**src/rtl/fp_pkg.sv**
```systemverilog
// Shared definitions for the floating-point add/sub unit: FSM states, overflow codes and
// format helpers that depend only on the exponent/fraction widths.
package fp_pkg;

  // Each state names the step whose result the datapath registers currently hold.
  typedef enum logic [2:0] {
    StIdle,
    StUnpack,
    StAlign,
    StAdd,
    StNorm,
    StRound
  } state_e;

  localparam logic [1:0] OVF_NONE    = 2'b00;
  localparam logic [1:0] OVF_OVER    = 2'b01;
  localparam logic [1:0] OVF_UNDER   = 2'b10;
  localparam logic [1:0] OVF_SPECIAL = 2'b11;

  // Widest format the helpers can build; callers slice down to their own width.
  localparam int unsigned MaxW = 128;

  function automatic int unsigned bias(input int unsigned exp_w);
    return (32'd1 << (exp_w - 1)) - 32'd1;
  endfunction

  // Canonical quiet NaN {0, all-ones exponent, 1, zeros}.
  function automatic logic [MaxW-1:0] qnan(input int unsigned exp_w, input int unsigned frac_w);
    return ((MaxW'(1) << (exp_w + 1)) - MaxW'(1)) << (frac_w - 1);
  endfunction

endpackage

```
**src/rtl/fp_lzc.sv**
```systemverilog
// Combinational leading-zero counter; an all-zero input returns W.
module fp_lzc #(
  parameter int unsigned W = 8
) (
  input  logic [W-1:0]         a_i,
  output logic [$clog2(W+1)-1:0] cnt_o
);

  localparam int unsigned CntW = $clog2(W + 1);

  // Scan upwards so the most significant set bit determines the count.
  always_comb begin
    cnt_o = CntW'(W);
    for (int unsigned i = 0; i < W; i++) begin
      if (a_i[i]) begin
        cnt_o = CntW'(W - 1 - i);
      end
    end
  end

endmodule

```
**src/rtl/float_addsub_seq.sv**
```systemverilog
// Multi-cycle floating-point adder/subtractor with start/done handshake, RNE rounding and
// flush-to-zero of subnormals. Operands are unpacked as they are latched; each following
// cycle performs one step, and the rounded result appears with done five samples later.
module float_addsub_seq
  import fp_pkg::*;
#(
  parameter int unsigned EXP_W  = 8,
  parameter int unsigned FRAC_W = 23
) (
  input  logic                    clk_i,
  input  logic                    rst_i,
  input  logic                    start_i,
  input  logic                    op_i,
  input  logic [EXP_W+FRAC_W:0]   x_i,
  input  logic [EXP_W+FRAC_W:0]   y_i,
  output logic                    busy_o,
  output logic                    done_o,
  output logic [EXP_W+FRAC_W:0]   z_o,
  output logic [1:0]              overflow_o
);

  localparam int unsigned W      = 1 + EXP_W + FRAC_W;
  // Significand layout: carry, hidden, fraction, guard, round, sticky.
  localparam int unsigned SW     = FRAC_W + 5;
  localparam int unsigned EW2    = EXP_W + 2;
  localparam int unsigned LzW    = SW - 1;
  localparam int unsigned LzCntW = $clog2(LzW + 1);
  localparam int unsigned ShMax  = FRAC_W + 3;

  localparam logic [MaxW-1:0]       QNanFull = qnan(EXP_W, FRAC_W);
  localparam logic [W-1:0]          QNan     = QNanFull[W-1:0];
  localparam logic signed [EW2-1:0] EMax     = {2'b00, {EXP_W{1'b1}}};
  localparam logic signed [EW2-1:0] EOne     = EW2'(1);

  state_e                  state_q, state_d;
  logic                    sa_q, sa_d, sb_q, sb_d, s_q, s_d;
  logic [EXP_W-1:0]        ea_q, ea_d, eb_q, eb_d;
  logic [SW-1:0]           ma_q, ma_d, mb_q, mb_d, m_q, m_d;
  logic signed [EW2-1:0]   e_q, e_d;
  logic                    byp_q, byp_d;
  logic [W-1:0]            byp_z_q, byp_z_d;
  logic [1:0]              byp_ovf_q, byp_ovf_d;
  logic [W-1:0]            z_q, z_d;
  logic [1:0]              ovf_q, ovf_d;
  logic                    done_q, done_d;

  // Unpack signals
  logic                    sx, sy, x_zero, y_zero, x_nan, y_nan, x_inf, y_inf, x_ge;
  logic [EXP_W-1:0]        ex, ey;
  logic [FRAC_W-1:0]       fx, fy;
  logic                    u_byp;
  logic [W-1:0]            u_byp_z;
  logic [1:0]              u_byp_ovf;
  // Step results
  logic [EXP_W-1:0]        diff, sh;
  logic [SW-1:0]           mask, mb_al, sum, nm;
  logic signed [EW2-1:0]   ne, re;
  logic [LzCntW-1:0]       lz;
  logic                    inc;
  logic [FRAC_W+1:0]       mant;
  logic [FRAC_W-1:0]       rfrac;
  logic [W-1:0]            rz;
  logic [1:0]              rovf;

  // Classify the incoming operands and resolve cases that bypass the arithmetic.
  always_comb begin
    sx     = x_i[W-1];
    sy     = y_i[W-1] ^ op_i;
    ex     = x_i[W-2:FRAC_W];
    ey     = y_i[W-2:FRAC_W];
    fx     = x_i[FRAC_W-1:0];
    fy     = y_i[FRAC_W-1:0];
    x_zero = (ex == '0);
    y_zero = (ey == '0);
    x_nan  = (&ex) && (fx != '0);
    y_nan  = (&ey) && (fy != '0);
    x_inf  = (&ex) && (fx == '0);
    y_inf  = (&ey) && (fy == '0);
    x_ge   = {ex, fx} >= {ey, fy};

    u_byp     = 1'b1;
    u_byp_z   = '0;
    u_byp_ovf = OVF_NONE;
    if (x_nan || y_nan || (x_inf && y_inf && (sx != sy))) begin
      u_byp_z   = QNan;
      u_byp_ovf = OVF_SPECIAL;
    end else if (x_inf) begin
      u_byp_z   = {sx, {EXP_W{1'b1}}, {FRAC_W{1'b0}}};
      u_byp_ovf = OVF_SPECIAL;
    end else if (y_inf) begin
      u_byp_z   = {sy, {EXP_W{1'b1}}, {FRAC_W{1'b0}}};
      u_byp_ovf = OVF_SPECIAL;
    end else if (x_zero && y_zero) begin
      u_byp_z = {sx & sy, {(W-1){1'b0}}};
    end else if (x_zero) begin
      u_byp_z = {sy, y_i[W-2:0]};
    end else if (y_zero) begin
      u_byp_z = x_i;
    end else begin
      u_byp = 1'b0;
    end
  end

  // Align the smaller operand; shifted-out bits collapse into sticky.
  always_comb begin
    diff  = ea_q - eb_q;
    sh    = (32'(diff) > ShMax) ? EXP_W'(ShMax) : diff;
    mask  = ~({SW{1'b1}} << sh);
    mb_al = (mb_q >> sh) | {{(SW-1){1'b0}}, |(mb_q & mask)};
  end

  // Operand a always has the larger magnitude, so the difference is never negative.
  always_comb begin
    sum = (sa_q ^ sb_q) ? (ma_q - mb_q) : (ma_q + mb_q);
  end

  fp_lzc #(
    .W (LzW)
  ) u_lzc (
    .a_i   (m_q[SW-2:0]),
    .cnt_o (lz)
  );

  // Normalise so the hidden bit is set, tracking the exponent in signed extended width.
  always_comb begin
    if (m_q[SW-1]) begin
      nm = {1'b0, m_q[SW-1:2], m_q[1] | m_q[0]};
      ne = e_q + EOne;
    end else begin
      nm = m_q << lz;
      ne = e_q - $signed(EW2'(lz));
    end
  end

  // Round to nearest even and saturate to inf or flush to zero.
  always_comb begin
    inc  = m_q[2] & (m_q[1] | m_q[0] | m_q[3]);
    mant = {1'b0, m_q[SW-2:3]} + {{(FRAC_W+1){1'b0}}, inc};
    if (mant[FRAC_W+1]) begin
      rfrac = mant[FRAC_W:1];
      re    = e_q + EOne;
    end else begin
      rfrac = mant[FRAC_W-1:0];
      re    = e_q;
    end
    if (re >= EMax) begin
      rz   = {s_q, {EXP_W{1'b1}}, {FRAC_W{1'b0}}};
      rovf = OVF_OVER;
    end else if (re[EW2-1] || (re == '0)) begin
      rz   = {s_q, {(W-1){1'b0}}};
      rovf = OVF_UNDER;
    end else begin
      rz   = {s_q, re[EXP_W-1:0], rfrac};
      rovf = OVF_NONE;
    end
  end

  // Sequencer and datapath register next-state.
  always_comb begin
    state_d   = state_q;
    sa_d      = sa_q;
    sb_d      = sb_q;
    s_d       = s_q;
    ea_d      = ea_q;
    eb_d      = eb_q;
    ma_d      = ma_q;
    mb_d      = mb_q;
    m_d       = m_q;
    e_d       = e_q;
    byp_d     = byp_q;
    byp_z_d   = byp_z_q;
    byp_ovf_d = byp_ovf_q;
    z_d       = z_q;
    ovf_d     = ovf_q;
    done_d    = 1'b0;
    unique case (state_q)
      StIdle: begin
        if (start_i) begin
          sa_d      = x_ge ? sx : sy;
          sb_d      = x_ge ? sy : sx;
          ea_d      = x_ge ? ex : ey;
          eb_d      = x_ge ? ey : ex;
          ma_d      = {2'b01, (x_ge ? fx : fy), 3'b000};
          mb_d      = {2'b01, (x_ge ? fy : fx), 3'b000};
          byp_d     = u_byp;
          byp_z_d   = u_byp_z;
          byp_ovf_d = u_byp_ovf;
          state_d   = StUnpack;
        end
      end
      StUnpack: begin
        mb_d    = mb_al;
        state_d = StAlign;
      end
      StAlign: begin
        m_d = sum;
        e_d = $signed({2'b00, ea_q});
        s_d = sa_q;
        // Exact cancellation yields +0 rather than a signed zero.
        if (!byp_q && (sum == '0)) begin
          byp_d     = 1'b1;
          byp_z_d   = '0;
          byp_ovf_d = OVF_NONE;
        end
        state_d = StAdd;
      end
      StAdd: begin
        m_d     = nm;
        e_d     = ne;
        state_d = StNorm;
      end
      StNorm: begin
        z_d     = byp_q ? byp_z_q : rz;
        ovf_d   = byp_q ? byp_ovf_q : rovf;
        done_d  = 1'b1;
        state_d = StRound;
      end
      StRound: begin
        state_d = StIdle;
      end
      default: begin
        state_d = StIdle;
      end
    endcase
  end

  // State and datapath registers with synchronous reset.
  always_ff @(posedge clk_i) begin
    if (rst_i) begin
      state_q   <= StIdle;
      sa_q      <= 1'b0;
      sb_q      <= 1'b0;
      s_q       <= 1'b0;
      ea_q      <= '0;
      eb_q      <= '0;
      ma_q      <= '0;
      mb_q      <= '0;
      m_q       <= '0;
      e_q       <= '0;
      byp_q     <= 1'b0;
      byp_z_q   <= '0;
      byp_ovf_q <= OVF_NONE;
      z_q       <= '0;
      ovf_q     <= OVF_NONE;
      done_q    <= 1'b0;
    end else begin
      state_q   <= state_d;
      sa_q      <= sa_d;
      sb_q      <= sb_d;
      s_q       <= s_d;
      ea_q      <= ea_d;
      eb_q      <= eb_d;
      ma_q      <= ma_d;
      mb_q      <= mb_d;
      m_q       <= m_d;
      e_q       <= e_d;
      byp_q     <= byp_d;
      byp_z_q   <= byp_z_d;
      byp_ovf_q <= byp_ovf_d;
      z_q       <= z_d;
      ovf_q     <= ovf_d;
      done_q    <= done_d;
    end
  end

  assign busy_o     = (state_q != StIdle);
  assign done_o     = done_q;
  assign z_o        = z_q;
  assign overflow_o = ovf_q;

endmodule

```
**config.mk**
```make
export PLATFORM = sky130hd
export DESIGN_NAME = float_addsub_seq
export DESIGN_NICKNAME = d
export VERILOG_FILES = /design/src/rtl/fp_pkg.sv /design/src/rtl/fp_lzc.sv /design/src/rtl/float_addsub_seq.sv
export SDC_FILE = /design/constraint.sdc
export NUM_CORES = 1
export LEC_CHECK = 0
export ABC_AREA = 1
export BUFFER_PORTS_ARGS = -buffer_cell sky130_fd_sc_hd__buf_2
export CAP_MARGIN = 20
export CORE_MARGIN = 4
export CORE_UTILIZATION = 55
export DETAILED_ROUTE_END_ITERATION = 10
export PLACE_DENSITY = 0.78
export SLEW_MARGIN = 20
export SYNTH_ARGS = -nofsm -noshare
export SYNTH_HDL_FRONTEND = slang
export SYNTH_SLANG_ARGS = --single-unit
export TNS_END_PERCENT = 1
```
**constraint.sdc**
```tcl
create_clock -name clk_i -period 7 [get_ports clk_i]
set_clock_uncertainty 0.05 [all_clocks]
set_input_delay 0.7 -clock clk_i [delete_from_list [all_inputs] [get_ports clk_i]]
set_output_delay 0.7 -clock clk_i [all_outputs]
set_load 0.02 [all_outputs]
```
==> flow_summary.ini, run 1 <==
[status]
status = completed

[grt]
grt_max_degree = 91
grt_first_pass_wirelength_um = 97400
grt_util_all_layers = 0.3683
grt_overflow_total = 0
antenna_found_initial = 0
grt_pass1_vias = 17158

[timing]
tns_ps = 0
maxSlewHeadroom = 0.2805
clock.fmax_ghz = 0.2166
hold_viol_final = 0
report.final.slew_viol_count = 0
tightest_slew_ps = 1079
worst_hold_slack_ps = 413.8
layout_worst_path_cycle_share = 0.6596
finalSetupViolCount = 0
fin_crit_ps = 4617
rsz0062_at_grt = false

[critical_path]
cp_data_required_time_ps = 7290
r2r_end = byp_z_q[17]
worstSetupStartpoint = mb_q[4]
end_kind = flop
path_common_cell = nand2_1
ff2ff_setup_slack_ps = 2380
cp-endpoint = byp_z_q[17]
crit_path_max_incr_delay_ps = 550
path_max_fanout = 53
reg2reg_depth = 26
crit_type = reg2reg
crit_arrival_ps = 4910
r2r-start = mb_q[4]
start_kind = flop
critPathSlowestCell = a21oi_1

[power]
peakVddDrop_v = 0.0001953
p_leak_nw = 7.866
powerDensity_nw_per_um2 = 334.1

[clocking]
cts_tree = built
cts.sinks = 181
clock-root-buffer = clkbuf_16
numCtsBuffers = 17
clockBufferDepth = 2
clk_pin_slew_ps = 90
cts_hold_buf = 0
post-cts-setup-buffers = 0
htree_levels = 4
insertion_delay_ps = 460
cts_resized = 0

[synth]
yosysSeqAreaShare = 0.2199
synthTopCellsByArea = dfxtp_1 22%, nand2_1 14%, a21oi_1 9.8%, o21ai_0 7.8%, ha_1 7.3%
synth-seq-cells = 181
ys_types = 55
synthesis.instances = 2694
synthAdderAreaFrac = 0.07653
synthMuxAreaShare = 0.007289
synth_xor_xnor_area_share = 0.02976
synth-compound-area-share = 0.2788
yosys.area_share.simple = 0.2734
syn-cell-area_um2 = 16480
synth_top_area_share = 0.2199
syn_nets = 2861
synth.avg_cell_area_um2 = 6.117
synth_top_area_cell = dfxtp_1
ys_warn_count = 0
synth-edff-count = 0
synth_top_family_by_area = compound AO/OA/AOI/OAI gates
async_reset_ff_frac = 0
synth-main-ff-cell = dfxtp_1

[die]
die_area_um2 = 32800
pin_count = 104
coreArea_um2 = 29560
die_w_um = 181.1
initial_core_util = 0.5575
dieHeight_um = 181.1
rows = 63

[drt]
wl_per_cell_um = 20.64
routed-via-count = 19137
drt_first_pass_iters = 9
ant_nets = 0
via_per_inst = 6.219
wl_um = 63520
drc = 0
drt_iter0_drc = 2270

[cells_and_area]
n_antenna_cell = 0
final_cell_mix = 613 x nand2_1, 322 x a21oi_1, 291 x inv_1
nets = 2841
layout_commonest_cell = nand2_1
syn_to_final_growth_pct = 6.757
fillers = 2978
drive_gt1_frac = 0.07443

[placement]
place_congestion = 1.030
hpwlAfterDp_um = 48550
port_buffers = 103

[hold_path]
hold_path.class = reg2reg

[run]
cap_violations = 0
cell type report:
type                       count  area, µm²  area share
tap                          390      488.0     0.02774
clock buffer                  17      425.4     0.02418
inverter                     308       1156     0.06571
clock inverter                15      209.0     0.01188
multi-input combinational   2042      11020      0.6261
sequential                   181       3623      0.2060
timing repair buffer         124      675.6     0.03840
per-layer routing:
layer / wire, µm / global-route usage / vias to the layer above
li1: - / - / 9123
met4: 3506 / 0.1807 / 0
met5: 0 / 0 / -
met2: 28280 / 0.5778 / 1040
met1: 26080 / 0.4912 / 8778
met3: 5664 / 0.06261 / 196
where the power goes:
group / switching [W] / internal [W] / total (W)
Sequential: 0.000210 / 0.00116 / 0.00137
Combinational: 0.00245 / 0.00101 / 0.00346
Clock: 0.000550 / 0.000501 / 0.00105
synthesized netlist by cell type (4+ instances only):
master and instances:
mux2i_1 12, o21ai_0 258, clkbuf_1 114, o21a_1 5
o22ai_1 32, o31ai_1 9, dfxtp_1 181, nand4_1 52
inv_1 293, nand3_1 144, buf_1 8, a31oi_1 30
or2_1 4, xor2_1 51, o211ai_1 46, o21ai_1 62
clkinv_1 4, a21oi_1 322, buf_6 8, nor4_1 22
o221ai_1 23, o2111ai_1 7, nand2_1 614, nor2_4 6
o21ai_2 5, o21bai_1 5, ha_1 96, xnor2_1 5
buf_2 27, nor2_1 157, inv_2 11, nor3_1 31
a211oi_1 11, buf_4 6, a21oi_2 4
registers in the layout, indices dropped and copies added (netlist names):
register,cells
state_q,3
m_q,28
sa_q,1
e_q,10
ea_q,8
byp_q,1
byp_z_q,32
done_o,1
eb_q,8
mb_q,28
sb_q,1
z_o,32
ma_q,24
s_q,1
byp_ovf_q,1
overflow_o,2
critical path: cells and delay by family, from the launching register on:
family / cells / cell delay (ps)
DFF: 1 / 410
adders and majority gates: 1 / 360
AOI/OAI and AO/OA: 8 / 1600
and+or+nand+nor: 16 / 1910
buffers and inverters: 1 / 140
cell families (layout without fill, tap and decap cells):
group	Yosys count	after routing
XOR/XNOR	56	56
buffers and inverters	471	464
AO/OA/AOI/OAI	827	827
AND/OR/NAND/NOR	1048	1048
adder cells (fa/ha/maj)	99	99
multiplexers	12	12
flip-flops	181	181
metrics by stage:
stage | util | worst slack (ps) | std cells | area (µm²) | total power (W)
3_5_place_dp | 0.5735 | 2506 | 3045 | 16950 | 0.004724
4_1_cts | 0.5950 | 2486 | 3077 | 17590 | 0.005771
5_1_grt | 0.5952 | 1924 | 3077 | 17590 | 0.006283
6_report | 0.5952 | 2383 | 3077 | 17590 | 0.005879
3_3_place_gp | 0.5735 | 2486 | 3045 | 16950 | 0.004711
2_1_floorplan | - | 3635 | 2694 | 16480 | 0.003830
how the worst min path moves through the flow:
stage	to	cells past startpoint	slack, ps	startpoint
finish	z_o[17]	2	410	z_o[17]
detailed placement	byp_z_q[30]	2	400	byp_z_q[30]
CTS	byp_z_q[30]	2	410	byp_z_q[30]
global placement	byp_z_q[23]	2	400	byp_z_q[23]
floorplan	byp_z_q[30]	2	390	byp_z_q[30]
global route	eb_q[6]	2	440	eb_q[6]
Power figures use the tool's default switching activity.
==> run 2: changes to the inputs <==
--- a/config.mk
+++ b/config.mk
@@ -5,13 +5,13 @@
 export SDC_FILE = /design/constraint.sdc
 export NUM_CORES = 1
 export LEC_CHECK = 0
-export ABC_AREA = 1
+export ABC_AREA = 0
 export BUFFER_PORTS_ARGS = -buffer_cell sky130_fd_sc_hd__buf_2
 export CAP_MARGIN = 20
 export CORE_MARGIN = 4
 export CORE_UTILIZATION = 55
 export DETAILED_ROUTE_END_ITERATION = 10
-export PLACE_DENSITY = 0.78
+export PLACE_DENSITY = 0.81
 export SLEW_MARGIN = 20
 export SYNTH_ARGS = -nofsm -noshare
 export SYNTH_HDL_FRONTEND = slang
==> constraint.sdc (replaced) <==
create_clock -name clk_i -period 4 [get_ports clk_i]
set_clock_uncertainty 0.05 [all_clocks]
set_input_delay 0.4 -clock clk_i [delete_from_list [all_inputs] [get_ports clk_i]]
set_output_delay 0.4 -clock clk_i [all_outputs]
set_load 0.02 [all_outputs]
==> run 2 against run 1 <==
Die area is 5.5% higher. Area after synthesis is 5.8% higher. Setup slack worse by 2300 ps. Critical path depth is 8 lower. Via count is 6.9% higher. Critical path type unchanged. Largest cell class unchanged. Largest power group unchanged.
==> flow_summary.ini, run 2 <==
[status]
status = completed

[synth]
synthTopCellsByArea = dfxtp_1 21%, mux2i_1 8.4%, ha_1 6.9%, a21oi_1 5.6%, nor2_1 4.6%
ys_types = 96
synth-seq-cells = 181
synthesis.instances = 2338
async_reset_ff_frac = 0
synth_top_area_cell = dfxtp_1
synth-main-ff-cell = dfxtp_1
synth-edff-count = 0
synth_commonest_cells = 212 x nor2_1, 195 x a21oi_1, 185 x nand2_1, 181 x dfxtp_1
ys_warn_count = 0
synth_top_area_share = 0.2079
syn_nets = 2505
yosysSeqAreaShare = 0.2079
synth.avg_cell_area_um2 = 7.455
synth_most_common_cell = nor2_1
syn-cell-area_um2 = 17430

[die]
pin_count = 104
initial_core_util = 0.5639
coreArea_um2 = 30910
rows = 64
die_area_um2 = 34600
dieHeight_um = 186.0
die_w_um = 186.0

[cells_and_area]
final_cell_mix = 209 x nor2_1, 200 x buf_4, 191 x a21oi_1
nets = 2633
fillers = 2755
fin_area_um2 = 20230
layout_commonest_cell = nor2_1
syn_to_final_growth_pct = 16.06
final_core_utilization = 0.6545
drive_gt1_frac = 0.1848

[timing]
maxSlewHeadroom = 0.3210
tns_ps = 0
layout_worst_path_cycle_share = 0.9867
rsz0062_at_grt = true
report.final.slew_viol_count = 0
fin_crit_ps = 3947
clock.fmax_ghz = 0.2534
tightest_slew_ps = 1017
hold_viol_final = 0
finalSetupViolCount = 0

[critical_path]
ff2ff_setup_slack_ps = 50
end_kind = flop
crit_arrival_ps = 4250
path_max_fanout = 12
cp_data_required_time_ps = 4310
start_kind = flop
crit_type = reg2reg

[run]
cap_violations = 0

[grt]
grt_max_degree = 68
grt_overflow_total = 0
grt_pass1_vias = 19213
grt_first_pass_wirelength_um = 113100
antenna_found_initial = 1
grt_util_all_layers = 0.4211

[clocking]
insertion_delay_ps = 470
htree_levels = 4
numCtsBuffers = 17
clock-root-buffer = clkbuf_16
clk_pin_slew_ps = 80
cts.sinks = 181
cts_tree = built
clockBufferDepth = 2

[drt]
drc = 0
routed-via-count = 20448
wl_per_cell_um = 26.28
wl_um = 75580
drt_iter0_drc = 2828
via_per_inst = 7.110
drt_first_pass_iters = 8
ant_nets = 0

[hold_path]
hold_path.class = in2reg

[placement]
place_congestion = 1.048
hpwlAfterDp_um = 57150
port_buffers = 103
dpl_cell_area_um2 = 19320

[power]
peakVddDrop_v = 0.0003922
powerDensity_nw_per_um2 = 507.1
p_leak_nw = 8.627
==> run 2: cell count changes in the layout (fill, tap and decap cells not counted), sizes merged, moves of 35 or more <==
| cell | delta |
|---|---|
| nand2 | -431 |
| o21ai | -199 |
| inv | -193 |
| buf | +191 |
| mux2i | +135 |
| a21oi | -130 |
| nand3 | -99 |
| a211oi | +65 |
| nor2 | +45 |
| and3 | +35 |
==> run 2: layer usage <==
layer  vias to the layer above  wire, µm  GRT usage
met2                      1496     32940     0.6497
met1                      9548     29060     0.5405
met5                         -        17          0
met3                       362      8268     0.1008
met4                         2      5295     0.2349
li1                       9040         -          -
==> run 2: worst paths after layout <==
kind            startpoint             to  depth (start not counted)
min                y_i[27]        eb_q[4]                          3
min reg2reg  overflow_o[1]  overflow_o[1]                          2
max reg2reg        ea_q[0]       mb_q[12]                         18
max                ea_q[0]       mb_q[12]                         18
==> run 2: cells by family (layout without fill, tap and decap cells) <==
logic type               Yosys count  after routing  synth area share
adder cells (fa/ha/maj)           99             99           0.07236
XOR/XNOR                          57             57           0.02864
multiplexers                     169            169            0.1012
AO/OA/AOI/OAI                    785            785            0.3108
AND/OR/NAND/NOR                  723            723            0.2041
other                              0              1                 0
buffers and inverters            324            465           0.07501
flip-flops                       181            181            0.2079
==> run 2: worst max-delay path, cell delays in order, from the launching register on <==
cell       delay [ps]
dfxtp_1           320
inv_1              50
ha_2              170
inv_1              50
fa_2              360
a21o_1            200
a21oi_2           150
xor2_1            220
or4b_4            160
nand3_1           120
buf_12            190
nor3_4            400
clkbuf_16         240
mux4_2            500
mux2i_2           190
nor2_1             70
a21oi_2           180
buf_4             140
o2bb2ai_1          60
==> run 2: what timing repair did <==
action / in CTS / in global routing
pin swaps: 2 / 11
gates resized for setup: 12 / 56
hold endpoints to repair: 0 / 0
cloned: 0 / 1
hold buffers: 0 / 0
endpoints found under the setup margin: 43 / 81
buffers inserted: 1 / 6
==> run 2: power by group <==
group          total (W)  leakage [nW]  switching, W  internal, W
logic            0.00632          6.89       0.00387      0.00246
clock network    0.00170         0.262      0.000868     0.000836
registers        0.00223          1.48      0.000271      0.00196
total             0.0103          8.63       0.00501      0.00525
==> run 2: through the flow <==
step                      total power (W)  setup WS (ps)  hold slack [ps]  instances
after global routing              0.01066         -99.83            306.3       2875
after detailed placement         0.008138         -202.6            404.3       2835
after CTS                        0.009842         -4.122            274.6       2868
after global placement           0.008093         -209.7            395.3       2835
final                             0.01026          53.24            279.1       2876
after floorplan                  0.005986          227.0            380.8       2338
==> run 2: area by class of cell <==
| cell class | count | area [µm²] | share of cell area |
|---|---|---|---|
| antenna | 1 | 2.502 | 0.0001237 |
| multi-input combinational | 1833 | 12810 | 0.6334 |
| clock buffer | 20 | 446.7 | 0.02208 |
| inverter | 117 | 439.2 | 0.02171 |
| sequential | 181 | 3628 | 0.1794 |
| timing repair buffer | 316 | 2288 | 0.1131 |
| tap | 396 | 495.5 | 0.02449 |
| clock inverter | 12 | 115.1 | 0.005690 |
